`src/rtl/simple_dual_ram_arbiter.sv`:
```
// rtl/simple_dual_ram_arbiter.sv - round-robin write arbiter and collision-stalled read port for a simple dual-port RAM
module simple_dual_ram_arbiter #(
    parameter  int SIZE  = 8,
    parameter  int DEPTH = 256,
    localparam int AW    = $clog2(DEPTH)
) (
    input  logic            clk,
    input  logic            rst_n,
    input  logic            a_valid,
    input  logic [AW-1:0]   a_addr,
    input  logic [SIZE-1:0] a_data,
    output logic            a_ready,
    input  logic            b_valid,
    input  logic [AW-1:0]   b_addr,
    input  logic [SIZE-1:0] b_data,
    output logic            b_ready,
    input  logic            rd_valid,
    input  logic [AW-1:0]   rd_addr,
    output logic            rd_ready,
    output logic            rd_data_valid,
    output logic [SIZE-1:0] rd_data,
    output logic [AW-1:0]   ram_waddr,
    output logic [SIZE-1:0] ram_write_data,
    output logic            ram_write_en,
    output logic [AW-1:0]   ram_raddr,
    input  logic [SIZE-1:0] ram_read_data
);

    logic r_last_grant_b;
    logic r_rd_data_valid;
    logic w_grant_a;
    logic w_grant_b;
    logic w_collide;

    // rst_n gates the grants so nothing is accepted while reset is held
    always_comb begin
        w_grant_a = rst_n & a_valid & (~b_valid | r_last_grant_b);
        w_grant_b = rst_n & b_valid & (~a_valid | ~r_last_grant_b);
    end

    assign a_ready        = w_grant_a;
    assign b_ready        = w_grant_b;
    assign ram_write_en   = w_grant_a | w_grant_b;
    assign ram_waddr      = w_grant_b ? b_addr : a_addr;
    assign ram_write_data = w_grant_b ? b_data : a_data;

    // A read of the entry being written this cycle waits one cycle so it sees the new data
    assign ram_raddr     = rd_addr;
    assign w_collide     = ram_write_en & (ram_waddr == rd_addr);
    assign rd_ready      = rst_n & rd_valid & ~w_collide;
    assign rd_data_valid = r_rd_data_valid;
    assign rd_data       = ram_read_data;

    always_ff @(posedge clk or negedge rst_n) begin
        if (!rst_n) begin
            r_last_grant_b  <= 1'b1;
            r_rd_data_valid <= 1'b0;
        end else begin
            if (ram_write_en) begin
                r_last_grant_b <= w_grant_b;
            end
            r_rd_data_valid <= rd_valid & rd_ready;
        end
    end

endmodule

```
`config.mk`:
```
export PLATFORM = sky130hd
export DESIGN_NAME = simple_dual_ram_arbiter
export DESIGN_NICKNAME = d
export VERILOG_FILES = /design/src/rtl/simple_dual_ram_arbiter.sv
export SDC_FILE = /design/constraint.sdc
export NUM_CORES = 1
export LEC_CHECK = 0
export BUFFER_PORTS_ARGS = -buffer_cell sky130_fd_sc_hd__buf_4
export CAP_MARGIN = 10
export CORE_AREA = 3 3 51 53
export DETAILED_ROUTE_END_ITERATION = 16
export DIE_AREA = 0 0 54 56
export PLACE_DENSITY = 0.79
export SYNTH_ARGS = -nofsm -noshare
export SYNTH_HDL_FRONTEND = slang
export SYNTH_SLANG_ARGS = --single-unit
```
`constraint.sdc`:
```
create_clock -name clk -period 1.7 [get_ports clk]
set_input_delay 0.255 -clock clk [delete_from_list [all_inputs] [get_ports clk]]
set_output_delay 0.255 -clock clk [all_outputs]
set_load 0.02 [all_outputs]
```
==> metrics.txt, run 1 <==
status=finished, violations left; violated checks=negative setup slack; ant diodes=0; final std cells w/o fill=202; top post-synthesis cells by area=buf_4 18%, nand2_1 16%, mux2_2 8.7%; CP required=about 1400 ps; clk buf depth=2; P&R area growth vs syn=129.5%; Vias/cell=4.762; wire length of the first global-routing pass=4367 um; DRT iter0 DRCs=9; max incr delay on CP=~530 ps; Crit. End Element=output pin; grt met3 use=5.630%; DRC=0; CP max FO=4; peak supply drop=0.3533 mV; GR peak layer=met2; CTS sink cnt=2; Synth Net Count=145; kind of critical path=reg -> out; layout net count=228; post-synth top area cell=buf_4; H-tree levels=1; Min Hold Slack=137.4 ps; via count=962; TritonCTS buffer count=3; final worst-path cycle share=118.3%; Design Area, Final=1490 um2; final WL=2872 um; combinational share of power=73.5%; post-layout min period=approximately 2000 ps; initial antenna violation count=0; clock root buffer=clkbuf_4; Pint=0.4163 mW; Clk Latency, worst-skew pair=~220 ps; yosys warns=0; Synth Area in XOR/XNOR=between 8 and 9%; PnR worst setup slack=-311.4 ps; leakage=0.8237 nW; initial core utilization=29.64%; largest family of logic cells by synthesized area=buffers and inverters; worst hold path type=in -> async; Slowest-stage cell, CP=dfstp_2; met1 Track Usage GR=18.46%; share of the synthesized area in the top cell type=18.50%; TritonCTS clock tree=built; Slew Limit Fails=0; DIE HEIGHT=56 um; DP Area=1227 um2; Rel. slew slack=78.79%; most frequent cell after synthesis=nand2_1; Worst Setup Start Kind=register; buffers added on ports=73; post-layout util=68.02%; post-synthesis cell type count=31; first-pass iteration count of the detailed router=4; Post-Synth Simple-Gate Area=a little over a fifth; Peak Freq=approximately 0.50 GHz; switch share=38.23%; Boundary Pins=90; Post-synth top cells=28 x nand2_1, 16 x buf_4, 7 x inv_1; GP Congestion=0.7493; Inst Count DP=190; Synth Flop Type=dfstp_2; Net Sw Power=0.2577 mW; share of power burned in registers=a little under a tenth; post-synthesis instance area=649.4 um2; Max Cap Violations=0; Clock Pin Slew Worst Setup and Hold Paths=30 ps; setup violators final=15; final count of hold timing violations=0; multiplexer share of the synthesized area=14.07%; clock share of power=17.3%; vias in the first global route=982; Post-DP HPWL=2169 um; Synth Register Bits=2; GR Util met2=36.33%; cell count after synthesis=92; pin count of the biggest net entering global routing=9; Post-DRT Antenna Nets=0; Synth Area in Compound Gates=22.54%; crit path DAT=1760 ps; core area=2191 um2; share of post-route cells with drive strength above 1=74.71%; GR Util All Layers=18.50%; RSZ-0062 raised after global routing=true; Die Width=~54 um; wire per inst=roughly 14 um; Layout Skew=between 9 and 10 ps; P per Cell Area=452.3 nW/um2; # rows=17; Die ar.=3024 um2; GRT overflow=0; Post-Synth Adder-Cell Area=0%; Post-Syn Area per Cell=7.058 um2; Post-synth EDFFs=0; sequential cell area fraction in the yosys report=7.900%; Async SR Flop Fraction=100.0%; Cell Chain, Critical Path=nand2_2 -> nand3_4 -> buf_6 -> mux2i_1 -> o2111a_1 -> a31oi_2 -> buf_4; Slew @ Worst Pin=317.1 ps
## stage by stage
| step | setup slack [ps] | TNS, ps | power (mW) |
|---|---|---|---|
| 6_report | -311.4 | -2059 | 0.6740 |
| 5_1_grt | -377.3 | -3083 | 0.7187 |
| 4_1_cts | -300.3 | -1978 | 0.6525 |
| 2_1_floorplan | 22.55 | 0 | 0.2831 |
| 3_5_place_dp | -169.9 | -296.6 | 0.4692 |
| 3_3_place_gp | -68.51 | -68.51 | 0.4584 |
## kinds of logic after synthesis
family / after synthesis
simple gates: 34
buf+inv: 26
compound gates: 16
mux: 8
xor+xnor: 6
flops: 2
## worst max-delay path: cells and delay by family (launching register included)
| family | cells | cell delay, ps |
|---|---|---|
| flops | 1 | 530 |
| compound gates | 2 | 330 |
| buf+inv | 2 | 300 |
| mux | 1 | 210 |
| simple gates | 2 | 170 |
## routing by layer
metal | vias to the layer above | part of all wire [%] | wire length (um)
li1 | 465 | - | -
met1 | 439 | 32 | 928
met2 | 58 | 54 | 1560
met3 | 0 | 13 | 383
met4 | 0 | 0 | 0
met5 | - | 0 | 0
## cell type report
class | instances | area [um2]
Timing Repair Buffer | 96 | 825.8
Fill cell | 182 | 700.7
Multi-Input combinational cell | 64 | 516.7
Sequential cell | 2 | 51.30
Inverter | 8 | 35.03
Tap cell | 28 | 35.03
Clock buffer | 4 | 26.28
## sequential cells by signal, summed over array words and instances, names as in the netlist
signal	flops
rd_data_valid	1
r_last_grant_b	1
## worst paths after layout
kind	startpoint	to	slack (ps)	cells past startpoint
worst max-delay path	r_last_grant_b	rd_ready	-310	7
max in group asynchronous	rst_n	rd_data_valid	1080	3
worst max register to register	r_last_grant_b	rd_data_valid	40	8
worst min-delay path	rst_n	r_last_grant_b	140	2
worst min register to register	r_last_grant_b	r_last_grant_b	670	3
min in group clk	rd_valid	rd_data_valid	320	3
## what timing repair did
item,4_1_cts,5_1_grt
resized for setup,34,21
setup endpoints to repair,18,18
setup buffers,5,2
endpoints found under the hold margin,1,0
gates cloned,1,0
pin swaps,3,17
hold buffers,1,0
## power by group through the flow
stage	Clock (mW)	Combinational, mW	Sequential [mW]
after floorplan	0	0.220	0.0630
after global placement	0	0.399	0.0598
after detailed placement	0	0.408	0.0611
after CTS	0.118	0.473	0.0616
after global routing	0.127	0.530	0.0623
final	0.116	0.496	0.0618
## placed cells by master, fill, tap and decap left out, types with 2 or more instances in the layout
| master | count |
|---|---|
| buf_6 | 22 |
| clkbuf_4 | 3 |
| buf_4 | 71 |
| nand2_2 | 18 |
| a31oi_1 | 2 |
| mux2_4 | 6 |
| nor2_1 | 2 |
| nand2_1 | 10 |
| o22ai_1 | 2 |
| xor2_1 | 5 |
| inv_1 | 7 |
Power figures use the tool's default switching activity.
==> inputs of run 2 (changes only) <==
- GPL_TIMING_DRIVEN: default -> 0
==> metrics.txt, run 2 (synthesis results as in run 1) <==
status=finished, violations left; violated checks=negative setup slack; most common cell after layout, fill and taps aside=buf_4; Crit path buffers/inverters=2; TritonCTS clock tree=built; first-pass iteration count of the detailed router=4; pin count of the biggest net entering global routing=10; Slowest-stage cell, CP=dfstp_2; RSZ-0062 raised after global routing=true; DP Area=roughly 1300 um2; wire length of the first global-routing pass=3815 um; initial core utilization=29.64%; Cell Chain, Critical Path=nand2_2 -> nand3_4 -> buf_6 -> mux2i_1 -> o2111a_1 -> a31oi_2 -> buf_4; Reg2Reg Launch Point=r_last_grant_b; setup violators final=15; TritonCTS buffer count=3; clock root buffer=clkbuf_4; clk buf depth=2; GR Util All Layers=16.48%; GRT overflow=0; peak supply drop=0.3463 mV; Worst Setup Start Kind=register; DRC=0; post-layout min period=between 1500 and 2000 ps; most frequent cells in the layout=97 x buf_4, 27 x nand2_1, 8 x buf_6, 7 x inv_1; Layout Skew=3.343 ps; final WL=2798 um; Boundary Pins=90; r2r worst-path depth=7; switch share=39.43%; Rel. slew slack=about four fifths; GP Congestion=0.6831; Design Area, Final=1463 um2; P per Cell Area=approximately 460 nW/um2; RR Endpoint=rd_data_valid; DRT iter0 DRCs=12; CP top delay family=flip-flops; ant diodes=0; max incr delay on CP=between 500 and 600 ps; FF-to-FF setup slack=150 ps; leakage=around 0.84 nW; Crit. End Element=output pin; final count of hold timing violations=0; TNS Setup=-2101 ps; via count=987; CTS sink cnt=2; Clock Pin Slew Worst Setup and Hold Paths=30 ps; CP required=around 1400 ps; crit path DAT=1720 ps; buffers added on ports=81; clock share of power=18.7%; Peak Freq=0.5066 GHz; Max Cap Violations=0; Die ar.=about 3000 um2; layout net count=239; core area=2191 um2; share of post-route cells with drive strength above 1=66.49%; Net Sw Power=around 0.26 mW; vias in the first global route=906; Post-DRT Antenna Nets=0; Slew @ Worst Pin=around 330 ps; Pint=0.4052 mW; H-tree levels=1; # rows=17; DIE HEIGHT=56 um; worst hold path type=in -> async; Min Hold Slack=15.83 ps; Post-DP HPWL=between 2000 and 2500 um; kind of critical path=reg -> out; combinational share of power=72.2%; final worst-path cycle share=116.1%; Clk Latency, worst-skew pair=between 200 and 250 ps; CP max FO=4; Die Width=54 um; initial antenna violation count=0; wire per inst=13.14 um; Slew Limit Fails=0; PnR worst setup slack=-273.8 ps; share of power burned in registers=between 9 and 10%; Vias/cell=4.634; P&R area growth vs syn=125.2%
[run 2: cell types whose count changed in the layout (fill, tap and decap cells not counted), moves of 14 or more]
cell     delta
buf_6      -14
buf_4      +26
nand2_1    +17
nand2_2    -17
[run 2: metrics by stage]
step	util [%]	power, mW	setup WS (ps)	cells
after global placement	59.28	0.4797	-163.3	201
after global routing	66.76	0.7106	-361.0	213
after floorplan	-	0.2831	22.55	92
after detailed placement	59.28	0.4898	-160.9	201
after CTS	66.25	0.6697	-279.9	212
final	66.76	0.6689	-273.8	213
[run 2: timing repair]
item,in CTS,in global routing
setup buffers,5,1
endpoints found under the setup margin,17,17
pin swaps,4,0
gates cloned,1,0
endpoints found under the hold margin,1,0
hold buffers,1,0
resized for setup,17,1
[run 2: layer usage]
layer	up-vias	GRT usage (%)	share of wire, %	routed length, um
met5	-	0	0	0
met4	0	6.406	0.50	14
met3	2	4.021	13	350
met2	56	32.35	54	1507
met1	444	15.04	33	925
li1	485	-	-	-
[run 2: worst register-to-register path, cell delays in order (launching register included)]
cell	delay, ps
dfstp_2	530
nand2_2	60
nand3_4	80
buf_6	130
mux2i_1	190
o2111a_1	230
buf_4	110
a31oi_1	80
[run 2: power by group through the flow]
stage / Sequential (mW) / Combinational, mW / Clock, mW
2_1_floorplan: 0.0630 / 0.220 / 0
3_3_place_gp: 0.0617 / 0.418 / 0
3_5_place_dp: 0.0626 / 0.427 / 0
4_1_cts: 0.0607 / 0.480 / 0.129
5_1_grt: 0.0614 / 0.515 / 0.134
6_report: 0.0610 / 0.483 / 0.125
[run 2: how the worst max path moves through the flow]
stage / startpoint / to / slack [ps] / cells past startpoint
floorplan: r_last_grant_b / rd_ready / 20 / 5
global placement: r_last_grant_b / rd_ready / -160 / 7
detailed placement: r_last_grant_b / rd_ready / -160 / 7
CTS: r_last_grant_b / rd_ready / -280 / 7
global route: r_last_grant_b / rd_ready / -360 / 7
finish: r_last_grant_b / rd_ready / -270 / 7
[run 2: area by class of cell]
class	instances	area (um2)
flip-flops and latches	2	51.30
plain buffers	18	142.6
clock buffers	4	26.28
inverters	8	35.03
multi-input cells	64	466.7
repair buffers	89	705.7
well taps	28	35.03
fillers	177	728.2
==> inputs of run 3 (changes only) <==
- HOLD_SLACK_MARGIN: default -> 0.1
==> metrics.txt, run 3 (synthesis results as in run 1) <==
CP max FO=4; TNS Setup=-2091 ps; Max Cap Violations=0; most common cell after layout, fill and taps aside=buf_4; Boundary Pins=90; Worst Setup Start Kind=register; pre-CTS setup slack=-160.9 ps; DRC=0; Crit path buffers/inverters=2; Slowest-stage cell, CP=dfstp_2; Inst Count DP=approximately 200; via count=987; kind of critical path=reg -> out; pin count of the biggest net entering global routing=10; peak supply drop=0.3463 mV; CP top delay family=flip-flops; initial core utilization=29.64%; worst hold path type=in -> reg; final WL=2792 um; crit path DAT=1720 ps; layout net count=239; Slew Limit Fails=0; ant diodes=0; PnR worst setup slack=-273.1 ps; CP required=1440 ps; wire length of the first global-routing pass=3801 um; initial antenna violation count=0; Die Width=54 um; buffers added on ports=between 80 and 90; GR Util met2=32.18%; DRT iter0 DRCs=10; DIE HEIGHT=~56 um; GR peak layer=met2; Die ar.=3024 um2; TritonCTS buffer count=3; setup violators final=15; Clock Pin Slew Worst Setup and Hold Paths=30 ps; Cell Chain, Critical Path=nand2_2 -> nand3_4 -> buf_6 -> mux2i_1 -> o2111a_1 -> a31oi_2 -> buf_4; Min Hold Slack=233.1 ps; first-pass iteration count of the detailed router=4; core area=2191 um2; Post-DRT Antenna Nets=0; Layout Skew=3.335 ps; Clk Latency, worst-skew pair=230 ps; wire per inst=13.11 um; grt met3 use=4.021%; final std cells w/o fill=213; clock root buffer=clkbuf_4; GR Util All Layers=16.43%; # rows=17; leakage=0.8449 nW; share of post-route cells with drive strength above 1=roughly two thirds; Post-DP HPWL=2218 um; GRT overflow=0; clk buf depth=2; TritonCTS clock tree=built; met1 Track Usage GR=about 15%; H-tree levels=1; Rel. slew slack=78.08%; Crit. End Element=output pin; status=finished, violations left; Vias/cell=4.634; most frequent cells in the layout=97 x buf_4, 27 x nand2_1, 8 x buf_6, 7 x inv_1; RSZ-0062 raised after global routing=true; CTS sink cnt=2; Peak Freq=between 0.5 and 0.6 GHz; Slew @ Worst Pin=328.9 ps; vias in the first global route=about 900; GP Congestion=about 0.68; violated checks=negative setup slack; max incr delay on CP=between 500 and 600 ps; P&R area growth vs syn=125.2%; final count of hold timing violations=0; P per Cell Area=457.3 nW/um2; final worst-path cycle share=116.1%; post-layout min period=about 2000 ps
## run 3: cell counts in the layout (fill, tap and decap cells not counted)
No cell type changed its count.
## run 3: final timing paths
check | from | end | slack, ps | cells after the start
max | r_last_grant_b | rd_ready | -270 | 7
min | a_valid | r_last_grant_b | 230 | 2
max reg2reg | r_last_grant_b | rd_data_valid | 150 | 7
min reg2reg | r_last_grant_b | r_last_grant_b | 660 | 3
max in group asynchronous | rst_n | r_last_grant_b | 1070 | 2
min in group asynchronous | rst_n | rd_data_valid | 420 | 2
## run 3: repair_timing
item	CTS	global route
setup endpoints to repair	17	17
pin swaps	4	0
buffers inserted	5	1
endpoints found under the hold margin	2	0
resized for setup	17	1
gates cloned	1	0
hold buffers	1	0
## run 3: metal layers
layer	vias to the layer above	share of wire (%)	wire length, um
met5	-	0	0
met4	0	0.50	14
met3	2	13	350
met2	56	54	1500
met1	444	33	926
li1	485	-	-
## run 3: power breakdown
part,switching [mW],internal (mW)
clock,0.0372,0.0879
sequential,0.00369,0.0573
combinational,0.223,0.260
total,0.264,0.405
## run 3: layout make-up
type | instances | area (um2)
flip-flops and latches | 2 | 51.30
clock buffers | 4 | 26.28
fillers | 177 | 728.2
plain buffers | 18 | 142.6
repair buffers | 89 | 705.7
well taps | 28 | 35.03
multi-input cells | 64 | 466.7
inverters | 8 | 35.03
## run 3: metrics by stage
stage | utilization, % | area, um2 | power (mW)
global placement | 59.28 | 1299 | 0.4797
global route | 66.76 | 1463 | 0.7105
CTS | 66.25 | 1451 | 0.6696
detailed placement | 59.28 | 1299 | 0.4898
floorplan | - | 655.6 | 0.2831
finish | 66.76 | 1463 | 0.6688
